<file path="config.mk">
export PLATFORM = sky130hd
export DESIGN_NAME = sc_window_decoder_flat
export DESIGN_NICKNAME = d
export VERILOG_FILES = /design/src/rtl/sc_window_decoder_pkg.sv /design/src/rtl/sc_window_decoder_if.sv /design/src/rtl/sc_window_decoder_ones_counter.sv /design/src/rtl/sc_window_decoder.sv /design/src/flat_wrapper.sv
export SDC_FILE = /design/constraint.sdc
export NUM_CORES = 1
export LEC_CHECK = 0
export BUFFER_PORTS_ARGS = -buffer_cell sky130_fd_sc_hd__buf_2
export CAP_MARGIN = 20
export CORE_ASPECT_RATIO = 1.25
export CORE_MARGIN = 2
export CORE_UTILIZATION = 40
export DETAILED_ROUTE_END_ITERATION = 16
export PLACE_DENSITY_LB_ADDON = 0.3
export SYNTH_ARGS = -nofsm -noshare
export SYNTH_HDL_FRONTEND = slang
export SYNTH_SLANG_ARGS = --single-unit
export TNS_END_PERCENT = 10
</file>
<file path="constraint.sdc">
create_clock -name clk -period 2.04 [get_ports clk]
set_input_delay 0.204 -clock clk [delete_from_list [all_inputs] [get_ports clk]]
set_output_delay 0.204 -clock clk [all_outputs]
set_load 0.01 [all_outputs]
</file>
<file path="src/rtl/sc_window_decoder_pkg.sv">
// sc_pkg: shared types and constants for the windowed stochastic decoder.
//   sc_state_t  - decoder FSM states (IDLE, WARM, ACC, HOLD)
//   N_DEFAULT   - default result width (window = 2^N_DEFAULT cycles)
//   SKIP_W      - width of the warm-up counter (SKIP range 0..255)
//   win_len()   - window length 1<<n for a given result width
package sc_pkg;

    typedef enum logic [1:0] {
        IDLE,
        WARM,
        ACC,
        HOLD
    } sc_state_t;

    localparam int N_DEFAULT = 10;
    localparam int SKIP_W    = 8;

    function automatic int win_len(input int n);
        return 1 << n;
    endfunction

endpackage

</file>
<file path="src/rtl/sc_window_decoder_if.sv">
// sc_window_decoder_if: bitstream input, start request and the q valid/ready
// result channel of the windowed decoder.
//   x        - stochastic bitstream
//   start    - window request (level)
//   busy     - decoder is warming up or accumulating
//   q        - decoded result, N bits
//   q_valid  - result available
//   q_ready  - consumer accepts q
// Modports: master = decoder side, slave = producer/consumer environment.
interface sc_window_decoder_if
    import sc_pkg::*;
#(
    parameter int N = N_DEFAULT
) ();

    logic         x;
    logic         start;
    logic         busy;
    logic [N-1:0] q;
    logic         q_valid;
    logic         q_ready;

    modport master (
        input  x,
        input  start,
        input  q_ready,
        output busy,
        output q,
        output q_valid
    );

    modport slave (
        output x,
        output start,
        output q_ready,
        input  busy,
        input  q,
        input  q_valid
    );

endinterface

</file>
<file path="src/rtl/sc_window_decoder_ones_counter.sv">
// sc_ones_counter: N+1-bit counter of ones in a bitstream.
//   clk    - rising-edge clock
//   rst    - synchronous active-high reset
//   clear  - synchronous clear (takes priority over enable)
//   en     - add x to the count on this edge
//   x      - stream bit
//   count  - number of ones seen since the last clear (0..2^N)
module sc_ones_counter
    import sc_pkg::*;
#(
    parameter int N = N_DEFAULT
) (
    input  logic       clk,
    input  logic       rst,
    input  logic       clear,
    input  logic       en,
    input  logic       x,
    output logic [N:0] count
);

    // One extra bit so a full window of ones (2^N) is representable.
    always_ff @(posedge clk) begin
        if (rst || clear) begin
            count <= '0;
        end else if (en) begin
            count <= count + {{N{1'b0}}, x};
        end
    end

endmodule

</file>
<file path="src/rtl/sc_window_decoder.sv">
// sc_window_decoder: windowed stochastic-to-binary decoder.
// On start it drops SKIP warm-up cycles, counts the ones in x over exactly
// 2^N clocks and presents the result on q with a valid/ready handshake.
//   clk  - rising-edge clock
//   rst  - synchronous active-high reset
//   bus  - sc_window_decoder_if.master (x, start, busy, q, q_valid, q_ready)
// Parameters: N (result width, window 2^N, N >= 2), SKIP (warm-up, 0..255).
// Build option: define SC_BIPOLAR_EN for a two's complement bipolar q
// (ones - 2^(N-1), saturated); otherwise q = min(ones, 2^N-1).
module sc_window_decoder
    import sc_pkg::*;
#(
    parameter int N    = N_DEFAULT,
    parameter int SKIP = 0
) (
    input  logic                  clk,
    input  logic                  rst,
    sc_window_decoder_if.master   bus
);

    localparam logic [N:0]        WIN_LEN   = (N+1)'(win_len(N));
    localparam logic [SKIP_W-1:0] SKIP_LAST = SKIP_W'((SKIP > 0) ? SKIP - 1 : 0);
    localparam sc_state_t         FIRST     = (SKIP > 0) ? WARM : ACC;

    sc_state_t         state;
    sc_state_t         state_nx;
    logic [N-1:0]      win_cnt;
    logic [SKIP_W-1:0] skip_cnt;
    logic [N:0]        ones;
    logic [N:0]        ones_final;
    logic [N-1:0]      q_nx;
    logic              cnt_clear;
    logic              load_q;
    logic              win_done;
    logic              skip_done;

    sc_ones_counter #(.N(N)) u_ones (
        .clk   (clk),
        .rst   (rst),
        .clear (cnt_clear),
        .en    (state == ACC),
        .x     (bus.x),
        .count (ones)
    );

    assign win_done  = (win_cnt == '1);
    assign skip_done = (skip_cnt == SKIP_LAST);
    assign bus.busy  = (state == WARM) || (state == ACC);

    // State register.
    always_ff @(posedge clk) begin
        if (rst) begin
            state <= IDLE;
        end else begin
            state <= state_nx;
        end
    end

    // Next state. Starting a window (from IDLE, or from HOLD together with
    // the handshake) clears the counters so back-to-back windows need no
    // idle bubble.
    always_comb begin
        state_nx  = state;
        cnt_clear = 1'b0;
        load_q    = 1'b0;
        case (state)
            IDLE: begin
                if (bus.start) begin
                    state_nx  = FIRST;
                    cnt_clear = 1'b1;
                end
            end
            WARM: begin
                if (skip_done) begin
                    state_nx = ACC;
                end
            end
            ACC: begin
                if (win_done) begin
                    state_nx = HOLD;
                    load_q   = 1'b1;
                end
            end
            HOLD: begin
                if (bus.q_ready) begin
                    if (bus.start) begin
                        state_nx  = FIRST;
                        cnt_clear = 1'b1;
                    end else begin
                        state_nx = IDLE;
                    end
                end
            end
            default: state_nx = IDLE;
        endcase
    end

    // Window and warm-up counters; the window counter reaching all-ones
    // marks the 2^N-th sample.
    always_ff @(posedge clk) begin
        if (rst || cnt_clear) begin
            win_cnt  <= '0;
            skip_cnt <= '0;
        end else begin
            if (state == ACC) begin
                win_cnt <= win_cnt + 1'b1;
            end
            if (state == WARM) begin
                skip_cnt <= skip_cnt + 1'b1;
            end
        end
    end

    // The last sample is taken on the same edge that loads q, so it is added
    // here rather than waiting for the counter to absorb it.
    assign ones_final = ones + {{N{1'b0}}, bus.x};

`ifdef SC_BIPOLAR_EN
    // ones - 2^(N-1) is just the low N bits with the MSB inverted; only the
    // top end (ones = 2^N) can overflow.
    always_comb begin
        q_nx = {~ones_final[N-1], ones_final[N-2:0]};
        if (ones_final >= WIN_LEN) begin
            q_nx = {1'b0, {(N-1){1'b1}}};
        end
    end
`else
    always_comb begin
        q_nx = ones_final[N-1:0];
        if (ones_final >= WIN_LEN) begin
            q_nx = '1;
        end
    end
`endif

    // Output registers: q is held stable until the consumer takes it.
    always_ff @(posedge clk) begin
        if (rst) begin
            bus.q       <= '0;
            bus.q_valid <= 1'b0;
        end else if (load_q) begin
            bus.q       <= q_nx;
            bus.q_valid <= 1'b1;
        end else if ((state == HOLD) && bus.q_ready) begin
            bus.q_valid <= 1'b0;
        end
    end

endmodule

</file>
<file path="src/flat_wrapper.sv">
// flat-port wrapper written by rule: the top's interface ports become plain ports
module sc_window_decoder_flat import sc_pkg::*;
#(
    parameter int N    = N_DEFAULT,
    parameter int SKIP = 0
)
  (clk, rst, bus_x, bus_start, bus_q_ready, bus_busy, bus_q, bus_q_valid);
  sc_window_decoder_if #(.N(N)) bus_i ();
  input  logic clk;
  input  logic rst;
  input wire logic [$bits(bus_i.x)-1:0] bus_x;
  input wire logic [$bits(bus_i.start)-1:0] bus_start;
  input wire logic [$bits(bus_i.q_ready)-1:0] bus_q_ready;
  output wire logic [$bits(bus_i.busy)-1:0] bus_busy;
  output wire logic [$bits(bus_i.q)-1:0] bus_q;
  output wire logic [$bits(bus_i.q_valid)-1:0] bus_q_valid;
  assign bus_i.x = bus_x;
  assign bus_i.start = bus_start;
  assign bus_i.q_ready = bus_q_ready;
  assign bus_busy = bus_i.busy;
  assign bus_q = bus_i.q;
  assign bus_q_valid = bus_i.q_valid;
  sc_window_decoder #(.N(N), .SKIP(SKIP)) u_core (.clk(clk), .rst(rst), .bus(bus_i));
endmodule
</file>
==> results of run 1 <==
-- flip-flops by register name, summed over array words and instances (netlist names) --
register	count
u_core.bus.q_valid	1
u_core.u_ones.count	11
u_core.skip_cnt	8
u_core.state	2
u_core.win_cnt	10
u_core.bus.q	10
-- final timing paths --
kind,from,cells after the start,to
worst max-delay path,u_core.u_ones.count[0]$_SDFFE_PP0P_,8,u_core.bus.q[3]$_SDFFE_PP0P_
worst min-delay path,bus_q_ready,4,u_core.bus.q_valid$_SDFFE_PP0P_
worst max register to register,u_core.u_ones.count[0]$_SDFFE_PP0P_,8,u_core.bus.q[3]$_SDFFE_PP0P_
worst min register to register,u_core.bus.q_valid$_SDFFE_PP0P_,2,u_core.bus.q_valid$_SDFFE_PP0P_
-- cells in the final DEF (no fill, tap or decap), types with 2 or more instances in the layout --
cell type	n
xnor2_1	17
or3_1	5
a211oi_1	8
nand3_1	6
inv_1	9
dfxtp_1	42
mux2i_1	4
nand2_1	14
a21oi_1	7
a311oi_1	2
buf_2	16
xor2_1	11
nor2_1	37
o21ai_0	5
and3_1	2
ha_1	7
clkbuf_8	6
buf_4	7
and4_1	2
nor3_1	8
nor4_1	6
nand4_1	9
ha_2	2
-- per-layer routing --
layer	wire (um)	up-vias	global-route usage, %	share of wire [%]
li1	-	830	-	-
met1	1850	694	19.2	49
met5	0	-	0	0
met2	1690	20	23.0	45
met3	121	7	4.07	3.2
met4	74	0	6.12	2.0
-- worst max-delay path: cells and delay by family, from the launching register on --
kind,cells,cell delay [ns]
compound gates,1,0.19
fa+ha+maj,2,0.41
buf+inv,2,0.36
flops,1,0.34
simple gates,3,0.47
-- metrics by stage --
step           std cells  setup WS (ns)  hold slack, ns
3_3_place_gp         297          0.223           0.446
6_report             306          0.190           0.215
5_1_grt              306        0.00203           0.207
2_1_floorplan        224          0.143           0.276
4_1_cts              305          0.155           0.202
3_5_place_dp         297          0.164           0.451
-- what timing repair did --
item	4_1_cts	5_1_grt
buffers inserted	0	1
gates resized for setup	0	2
setup endpoints to repair	0	6
-- cells by family (layout without fill, tap and decap cells) --
family / count (synthesis) / in the layout / synth area share (%)
compound gates: 29 / 29 / 10.6
simple gates: 94 / 94 / 24.2
flops: 42 / 42 / 41.8
mux: 4 / 4 / 1.99
fa+ha+maj: 9 / 9 / 5.60
xor+xnor: 28 / 28 / 12.2
buf+inv: 18 / 40 / 3.55
-- power by group through the flow --
stage               registers (mW)  clock network [mW]  logic (mW)
floorplan                    0.851                   0      0.0597
global placement             0.852                   0      0.0890
detailed placement           0.853                   0      0.0912
CTS                          0.833               0.587      0.0918
global route                 0.835               0.613       0.101
finish                       0.833               0.558      0.0908
-- layout make-up --
class / count / share of cell area (%)
well taps: 60 / 3.27
repair buffers: 23 / 5.78
inverters: 9 / 1.47
clock buffers: 6 / 3.60
flip-flops and latches: 42 / 36.6
multi-input cells: 164 / 48.7
clock inverters: 2 / 0.545
==> results.sh, run 1 <==
export IMPL_slowest_stage="dfxtp_1"
export IMPL_yosys_top_cells_area="dfxtp_1 42%, xnor2_1 7.4%, nor2_1 6.9%, ha_1 5.6%, xor2_1 4.8%"
export IMPL_reg2reg_slack_ns=0.19
export IMPL_timing_max_cap_violations=0
export IMPL_yosys_top_cells_count="42 x dfxtp_1, 37 x nor2_1, 17 x xnor2_1"
export IMPL_drt_iter0_drc=105
export IMPL_cts_buffer_depth=2
export IMPL_synth_top_cell_area_share_pct=41.8
export IMPL_yosys_cell_count_top_type="dfxtp_1"
export IMPL_cp_arrival_ns=2.06
export IMPL_seq_area_frac_synth_pct=41.8
export IMPL_finalSetupViolations=0
export IMPL_drt_pass1_iter_count=4
export IMPL_worst_pin_slew_ns=0.370
export IMPL_core_area_mm2=0.00480
export IMPL_antenna_diode_count=0
export IMPL_finalCriticalPeriod_ns=1.85
export IMPL_drc=0
export IMPL_cts_sinks=42
export IMPL_seqCellArea_um2=841
export IMPL_avgSynthCellArea_um2=8.98
export IMPL_synthCells=224
export IMPL_fin_nets=259
export IMPL_die_w_um=67.4
export IMPL_cts_tree="done"
export IMPL_drive_above_1_share_pct=16.7
export IMPL_clockPowerShare_pct=37.7
export IMPL_yosys_warnings=0
export IMPL_rows=28
export IMPL_die_h_um=83.3
export IMPL_hp_class="in2reg"
export IMPL_wl_um=3740
export IMPL_grt_max_degree=30
export IMPL_status="finished clean"
export IMPL_peakVddDrop_v=0.000264
export IMPL_io_buffer_count=16
export IMPL_max_slew_margin_pct=75.1
export IMPL_cts_buffers=5
export IMPL_insertion_delay_ns=0.29
export IMPL_timing_critical_path_cells="ha_2, ha_2, nand3_1, buf_4, nor4_4, nor3_4, buf_4, a211oi_1"
export IMPL_p_switching_uw=351
export IMPL_synth_largest_area_cell="dfxtp_1"
export IMPL_worstPathMaxFanout=8
export IMPL_fin_skew_ns=0.00624
export IMPL_fin_tns_setup_ns=0
export IMPL_grt_pass1_vias=1514
export IMPL_cp_required_ns=2.25
export IMPL_grt_overflow=0
export IMPL_fin_crit_sh_pct=90.7
export IMPL_rsz0062_at_grt="false"
export IMPL_max_freq_mhz=541
export IMPL_cellPowerDensity_mw_per_mm2=646
export IMPL_grtUsageTotal_pct=14.9
export IMPL_place_congestion=0.778
export IMPL_ant_nets=0
export IMPL_p_sw_share_pct=23.7
export IMPL_hpwl_um=2710
export IMPL_p_int_mw=1.13
export IMPL_final_util_pct=47.8
export IMPL_area_delta_synth_final_pct=14.1
export IMPL_vias_per_cell=5.07
export IMPL_seq_power_share_pct=56.2
export IMPL_clkTransAtPathRegs_ns=0.08
export IMPL_critical_path_endpoint_type="flop"
export IMPL_nFillCells=493
export IMPL_multi_input_area_mm2=0.00112
export IMPL_antenna_found_initial=0
export IMPL_leakagePower_nw=0.808
export IMPL_finalPower_mw=1.48
export IMPL_root_buffer="clkbuf_8"
export IMPL_hold_buffers=0
export IMPL_ys_types=32
export IMPL_worstSetupStartpointType="flop"
export IMPL_post_dp_cell_area_mm2=0.00219
export IMPL_stdcell_area_mm2=0.00229
export IMPL_grt_pass1_wl_um=6500
export IMPL_synth_area_mm2=0.00201
export IMPL_async_flop_share_pct=0
export IMPL_syn_num_nets=238
export IMPL_critPathMaxStageDelay_ns=0.34
export IMPL_synth_flop_cell="dfxtp_1"
export IMPL_finalHoldViolCount=0
export IMPL_ys_ff_latch=42
export IMPL_start_util_pct=41.9
export IMPL_slew_violations=0
export IMPL_wire_per_inst_um=12.2
export IMPL_h_tree_depth=2
export IMPL_synth_edf_count=0
export IMPL_dieArea_mm2=0.00561
export IMPL_io_pins=17
export IMPL_worstSetupPathType="reg2reg"
export IMPL_p_comb_share_pct=6.1
export IMPL_vias=1551
Power figures use the tool's default switching activity.
==> inputs of run 2 (changes only) <==
--- a/config.mk
+++ b/config.mk
@@ -12,6 +12,7 @@
 export CORE_UTILIZATION = 40
 export DETAILED_ROUTE_END_ITERATION = 16
 export PLACE_DENSITY_LB_ADDON = 0.3
+export REMOVE_ABC_BUFFERS = 1
 export SYNTH_ARGS = -nofsm -noshare
 export SYNTH_HDL_FRONTEND = slang
 export SYNTH_SLANG_ARGS = --single-unit
==> results.sh, run 2 (synthesized netlist as in run 1, its figures left out) <==
export IMPL_slowest_stage="o31a_2"
export IMPL_grt_pass1_wl_um=6610
export IMPL_worstPathMaxFanout=8
export IMPL_timing_max_cap_violations=0
export IMPL_multi_input_area_mm2=0.00111
export IMPL_vias_per_cell=5.22
export IMPL_worstSetupPathType="reg2reg"
export IMPL_mostFrequentLayoutCell="dfxtp_1"
export IMPL_wl_um=3870
export IMPL_critPathMaxStageDelay_ns=0.41
export IMPL_wire_per_inst_um=12.7
export IMPL_grt_pass1_vias=1424
export IMPL_ctsResizeCount=0
export IMPL_core_area_mm2=0.00480
export IMPL_insertion_delay_ns=0.30
export IMPL_antenna_found_initial=0
export IMPL_status="finished clean"
export IMPL_cts_buffer_depth=2
export IMPL_hpwl_um=2730
export IMPL_fin_tns_setup_ns=0
export IMPL_h_tree_depth=2
export IMPL_die_w_um=67.4
export IMPL_clockPowerShare_pct=37.5
export IMPL_dieArea_mm2=0.00561
export IMPL_antenna_diode_count=0
export IMPL_worstSetupStartpointType="flop"
export IMPL_io_pins=17
export IMPL_nFillCells=453
export IMPL_finalHoldViolCount=0
export IMPL_p_int_mw=1.13
export IMPL_finalCriticalPeriod_ns=1.86
export IMPL_fin_hold_ws_ns=0.200
export IMPL_seq_power_share_pct=56.4
export IMPL_leakagePower_nw=0.810
export IMPL_vias=1593
export IMPL_slew_violations=0
export IMPL_fin_skew_ns=0.0102
export IMPL_cts_sinks=42
export IMPL_peakVddDrop_v=0.000290
export IMPL_final_cell_mix="42 x dfxtp_1, 37 x nor2_1, 17 x xnor2_1"
export IMPL_worst_pin_slew_ns=0.350
export IMPL_rows=28
export IMPL_crit_top_cell="ha_1"
export IMPL_max_slew_margin_pct=76.7
export IMPL_p_comb_share_pct=6.2
export IMPL_drc=0
export IMPL_finalPower_mw=1.48
export IMPL_grtUsageTotal_pct=15.3
export IMPL_seqCellArea_um2=841
export IMPL_timing_critical_path_cells="ha_1, ha_1, nand3_1, o31a_2, nor3_4, buf_4, a211oi_1"
export IMPL_die_h_um=83.3
export IMPL_cp_arrival_ns=2.03
export IMPL_drt_pass1_iter_count=4
export IMPL_finalSetupViolations=0
export IMPL_p_sw_share_pct=23.4
export IMPL_critical_path_endpoint_type="flop"
export IMPL_cellPowerDensity_mw_per_mm2=648
export IMPL_max_freq_mhz=538
export IMPL_fin_nets=258
export IMPL_area_delta_synth_final_pct=13.3
export IMPL_top_regs="u_core.u_ones.count: 11 flops, u_core.bus.q: 10 flops, u_core.win_cnt: 10 flops"
export IMPL_drt_iter0_drc=75
export IMPL_cts_tree="done"
export IMPL_clkTransAtPathRegs_ns=0.08
export IMPL_largest_reg_flops=11
export IMPL_place_congestion=0.772
export IMPL_io_buffer_count=16
export IMPL_root_buffer="clkbuf_8"
export IMPL_rsz0062_at_grt="false"
export IMPL_grt_max_degree=30
export IMPL_p_switching_uw=346
export IMPL_drive_above_1_share_pct=15.1
export IMPL_grt_overflow=0
export IMPL_regMostFlops="u_core.u_ones.count"
export IMPL_final_util_pct=47.5
export IMPL_cts_buffers=5
export IMPL_start_util_pct=41.9
export IMPL_fin_crit_sh_pct=91.2
export IMPL_ant_nets=0
export IMPL_hp_class="in2reg"
export IMPL_cp_required_ns=2.21
==> run 2: cell count changes in the layout (fill, tap and decap cells not counted), sizes merged <==
cell / before / now
clkbuf: 6 / 7
buf: 23 / 22
clkinvlp: 1 / 0
==> run 2: power groups by stage <==
stage	Clock (mW)	Combinational [mW]	Sequential [mW]
floorplan	0	0.0535	0.851
global placement	0	0.0909	0.852
detailed placement	0	0.0923	0.852
CTS	0.574	0.0930	0.833
global route	0.598	0.103	0.834
finish	0.553	0.0913	0.833
==> run 2: metrics by stage <==
step	setup slack, ns	area [um2]	instances
2_1_floorplan	-0.681	1970	215
3_3_place_gp	0.203	2180	296
3_5_place_dp	0.131	2180	296
4_1_cts	0.129	2270	304
5_1_grt	0.0220	2280	305
6_report	0.180	2280	305
==> run 2: per-layer routing <==
| layer | up-vias | wire, um | part of all wire (%) | global-route usage, % |
|---|---|---|---|---|
| met5 | - | 0 | 0 | 0 |
| met4 | 0 | 79 | 2.0 | 6.68 |
| met3 | 7 | 130 | 3.4 | 3.66 |
| met2 | 24 | 1720 | 45 | 22.1 |
| met1 | 739 | 1930 | 50 | 21.5 |
| li1 | 823 | - | - | - |
==> run 2: critical path: cells and delay by family, from the launching register on <==
family	cells	cell delay (ns)
buf+inv	1	0.18
compound gates	2	0.49
fa+ha+maj	2	0.45
simple gates	2	0.29
flops	1	0.33
==> run 2: repair_timing <==
item / in CTS / in global routing
setup buffers: 0 / 1
endpoints found under the setup margin: 0 / 4
hold buffers: 0 / 0
hold endpoints to repair: 0 / 0
==> run 2: final timing paths <==
| path | start | to | slack [ns] | depth (start not counted) |
|---|---|---|---|---|
| worst min register to register | u_core.bus.q_valid$_SDFFE_PP0P_ | u_core.bus.q_valid$_SDFFE_PP0P_ | 0.45 | 2 |
| worst max-delay path | u_core.u_ones.count[0]$_SDFFE_PP0P_ | u_core.bus.q[2]$_SDFFE_PP0P_ | 0.18 | 7 |
| worst min-delay path | bus_q_ready | u_core.bus.q_valid$_SDFFE_PP0P_ | 0.20 | 4 |
| worst max register to register | u_core.u_ones.count[0]$_SDFFE_PP0P_ | u_core.bus.q[2]$_SDFFE_PP0P_ | 0.18 | 7 |
==> run 2: cell type report <==
type	count	area share (%)
Timing Repair Buffer	22	5.49
Inverter	9	1.48
Multi-Input combinational cell	164	48.8
Clock buffer	7	3.79
Sequential cell	42	36.9
Tap cell	60	3.29
Clock inverter	1	0.220
==> inputs of run 3 (changes only) <==
--- a/config.mk
+++ b/config.mk
@@ -5,6 +5,7 @@
 export SDC_FILE = /design/constraint.sdc
 export NUM_CORES = 1
 export LEC_CHECK = 0
+export ABC_AREA = 1
 export BUFFER_PORTS_ARGS = -buffer_cell sky130_fd_sc_hd__buf_2
 export CAP_MARGIN = 20
 export CORE_ASPECT_RATIO = 1.25
==> results.sh, run 3 <==
export IMPL_status="finished clean"
export IMPL_drt_pass1_iter_count=4
export IMPL_synth_largest_area_cell="dfxtp_1"
export IMPL_worst_pin_slew_ns=0.429
export IMPL_clockPowerShare_pct=38.9
export IMPL_placed_cells=349
export IMPL_final_cell_mix="51 x nor2_1, 42 x nand2_1, 42 x dfxtp_1"
export IMPL_die_h_um=84.0
export IMPL_grt_overflow=0
export IMPL_ys_ff_latch=42
export IMPL_seq_power_share_pct=52.5
export IMPL_worstSetupStartpointType="flop"
export IMPL_vias=1701
export IMPL_finalCriticalPeriod_ns=1.67
export IMPL_seqCellArea_um2=841
export IMPL_start_util_pct=40.9
export IMPL_root_buffer="clkbuf_8"
export IMPL_fin_skew_ns=0.0143
export IMPL_yosys_cell_count_top_type="nor2_1"
export IMPL_seq_area_frac_synth_pct=41.1
export IMPL_clkTransAtPathRegs_ns=0.08
export IMPL_cts_sinks=42
export IMPL_crit_family="simple AND/OR/NAND/NOR gates"
export IMPL_slew_violations=0
export IMPL_ctsResizeCount=0
export IMPL_startpoint="u_core.u_ones.count[0]$_SDFFE_PP0P_"
export IMPL_io_buffer_count=16
export IMPL_hp_class="in2reg"
export IMPL_p_switching_uw=380
export IMPL_async_flop_share_pct=0
export IMPL_top_regs="u_core.u_ones.count: 11 flops, u_core.bus.q: 10 flops, u_core.win_cnt: 10 flops"
export IMPL_ys_types=35
export IMPL_vias_per_cell=4.76
export IMPL_grt_pass1_vias=1485
export IMPL_multi_input_area_mm2=0.00104
export IMPL_worst_r2r_cell_count=9
export IMPL_synth_edf_count=0
export IMPL_stdcell_area_mm2=0.00230
export IMPL_timing_critical_path_cells="ha_1, ha_1, nand2_1, nor3_4, nand2_1, nand2_2, nand3_4, nor2_1, nor2_1"
export IMPL_slowest_stage="dfxtp_1"
export IMPL_fin_hold_ws_ns=0.104
export IMPL_grtUsageTotal_pct=15.0
export IMPL_max_slew_margin_pct=71.4
export IMPL_reg2reg_from="u_core.u_ones.count[0]$_SDFFE_PP0P_"
export IMPL_dieArea_mm2=0.00571
export IMPL_drive_above_1_share_pct=12.5
export IMPL_grt_max_degree=16
export IMPL_reg2reg_slack_ns=0.37
export IMPL_fin_cells=357
export IMPL_fin_nets=308
export IMPL_place_congestion=0.859
export IMPL_peakVddDrop_v=0.000301
export IMPL_drc=0
export IMPL_grt_pass1_wl_um=6640
export IMPL_worstPathMaxFanout=10
export IMPL_max_freq_mhz=599
export IMPL_p_comb_share_pct=8.5
export IMPL_synth_top_cell_area_share_pct=41.1
export IMPL_fin_crit_sh_pct=81.9
export IMPL_hold_buffers=0
export IMPL_cts_tree="done"
export IMPL_critical_path_endpoint_type="flop"
export IMPL_antenna_diode_count=0
export IMPL_cts_setup_buffers=0
export IMPL_p_int_mw=1.26
export IMPL_h_tree_depth=2
export IMPL_finalSetupViolations=0
export IMPL_path_buf_inv=0
export IMPL_regMostFlops="u_core.u_ones.count"
export IMPL_cp_required_ns=2.23
export IMPL_critPathCapture="u_core.bus.q[9]$_SDFFE_PP0P_"
export IMPL_synth_flop_cell="dfxtp_1"
export IMPL_cp_arrival_ns=1.86
export IMPL_area_delta_synth_final_pct=12.2
export IMPL_finalHoldViolCount=0
export IMPL_wl_um=3900
export IMPL_crit_cells=9
export IMPL_p_sw_share_pct=23.2
export IMPL_wire_per_inst_um=10.9
export IMPL_yosys_top_cells_count="51 x nor2_1, 42 x dfxtp_1, 42 x nand2_1"
export IMPL_worstSetupPathType="reg2reg"
export IMPL_timing_max_cap_violations=0
export IMPL_leakagePower_nw=1.03
export IMPL_nFillCells=531
export IMPL_cellPowerDensity_mw_per_mm2=712
export IMPL_antenna_found_initial=0
export IMPL_critPathMaxStageDelay_ns=0.34
export IMPL_avgSynthCellArea_um2=7.44
export IMPL_hpwl_um=2950
export IMPL_post_dp_cell_area_mm2=0.00219
export IMPL_synthCells=275
export IMPL_fin_tns_setup_ns=0
export IMPL_final_util_pct=45.9
export IMPL_synth_area_mm2=0.00205
export IMPL_rr_endpoint="u_core.bus.q[9]$_SDFFE_PP0P_"
export IMPL_drt_iter0_drc=80
export IMPL_die_w_um=68.0
export IMPL_ant_nets=0
export IMPL_mostFrequentLayoutCell="nor2_1"
export IMPL_io_pins=17
export IMPL_cts_buffer_depth=2
export IMPL_largest_reg_flops=11
export IMPL_cts_buffers=5
export IMPL_yosys_top_cells_area="dfxtp_1 41%, nor2_1 9.4%, nand2_1 7.7%, inv_1 5.9%, ha_1 5.5%"
export IMPL_core_area_mm2=0.00501
export IMPL_yosys_warnings=0
export IMPL_rsz0062_at_grt="false"
export IMPL_insertion_delay_ns=0.29
export IMPL_rows=29
[run 3: cell types whose count changed after synthesis, moves of 5 or more]
| cell | delta |
|---|---|
| nand2_1 | +28 |
| inv_1 | +23 |
| nor2_1 | +14 |
| a21oi_1 | +13 |
| xnor2_1 | -13 |
| o21ai_1 | +9 |
| a211oi_1 | -8 |
| nand3_1 | +8 |
| o21ai_0 | +7 |
| nor4_1 | -6 |
| xor2_1 | -6 |
| nand4_1 | -5 |
| nor3_1 | -5 |
| or3_1 | -5 |
[run 3: worst reg2reg max path, delay by kind of cell (launching register included)]
kind	cells	cell delay (ns)
flops	1	0.34
simple gates	7	0.88
fa+ha+maj	2	0.34
[run 3: stage by stage]
stage / power [mW] / setup slack [ns]
global placement: 1.02 / 0.437
CTS: 1.67 / 0.351
detailed placement: 1.02 / 0.374
global route: 1.71 / 0.193
finish: 1.64 / 0.370
floorplan: 0.973 / 0.325
[run 3: how the worst min path moves through the flow]
stage          startpoint                               to  slack, ns  cells after the start
2_1_floorplan         rst  u_core.bus.q_valid$_SDFFE_PP0P_       0.27                      1
3_3_place_gp          rst  u_core.bus.q_valid$_SDFFE_PP0P_       0.41                      2
3_5_place_dp          rst  u_core.bus.q_valid$_SDFFE_PP0P_       0.41                      2
4_1_cts               rst  u_core.bus.q_valid$_SDFFE_PP0P_       0.09                      2
5_1_grt               rst  u_core.bus.q_valid$_SDFFE_PP0P_       0.10                      2
6_report              rst  u_core.bus.q_valid$_SDFFE_PP0P_       0.10                      2
[run 3: cell type report]
class / count / area share [%]
clock buffer: 7 / 3.32
clock inverter: 1 / 1.31
inverter: 33 / 5.40
multi-input combinational: 193 / 45.5
sequential: 42 / 36.6
tap: 62 / 3.38
timing repair buffer: 19 / 4.47
[run 3: routing by layer]
metal / track usage, % / wire (um) / vias to the layer above / share of wire, %
met5: 0 / 0 / - / 0
met4: 7.09 / 80 / 0 / 2.1
met3: 2.83 / 103 / 5 / 2.6
met2: 22.3 / 1820 / 19 / 47
met1: 20.5 / 1900 / 760 / 49
li1: - / - / 917 / -
[run 3: cell families (layout without fill, tap and decap cells)]
logic type	count (synthesis)	in the layout	synth area share, %
and+or+nand+nor	129	129	29.8
AOI/OAI and AO/OA	46	46	11.9
DFF	42	42	41.1
buffers and inverters	40	60	7.83
adders and majority gates	9	9	5.50
xor gates and xnor gates	9	9	3.85
[run 3: power by group through the flow]
stage / registers [mW] / clock network [mW] / logic (mW)
6_report: 0.859 / 0.637 / 0.139
5_1_grt: 0.863 / 0.690 / 0.159
4_1_cts: 0.858 / 0.667 / 0.142
3_5_place_dp: 0.878 / 0 / 0.141
3_3_place_gp: 0.877 / 0 / 0.141
2_1_floorplan: 0.873 / 0 / 0.0994
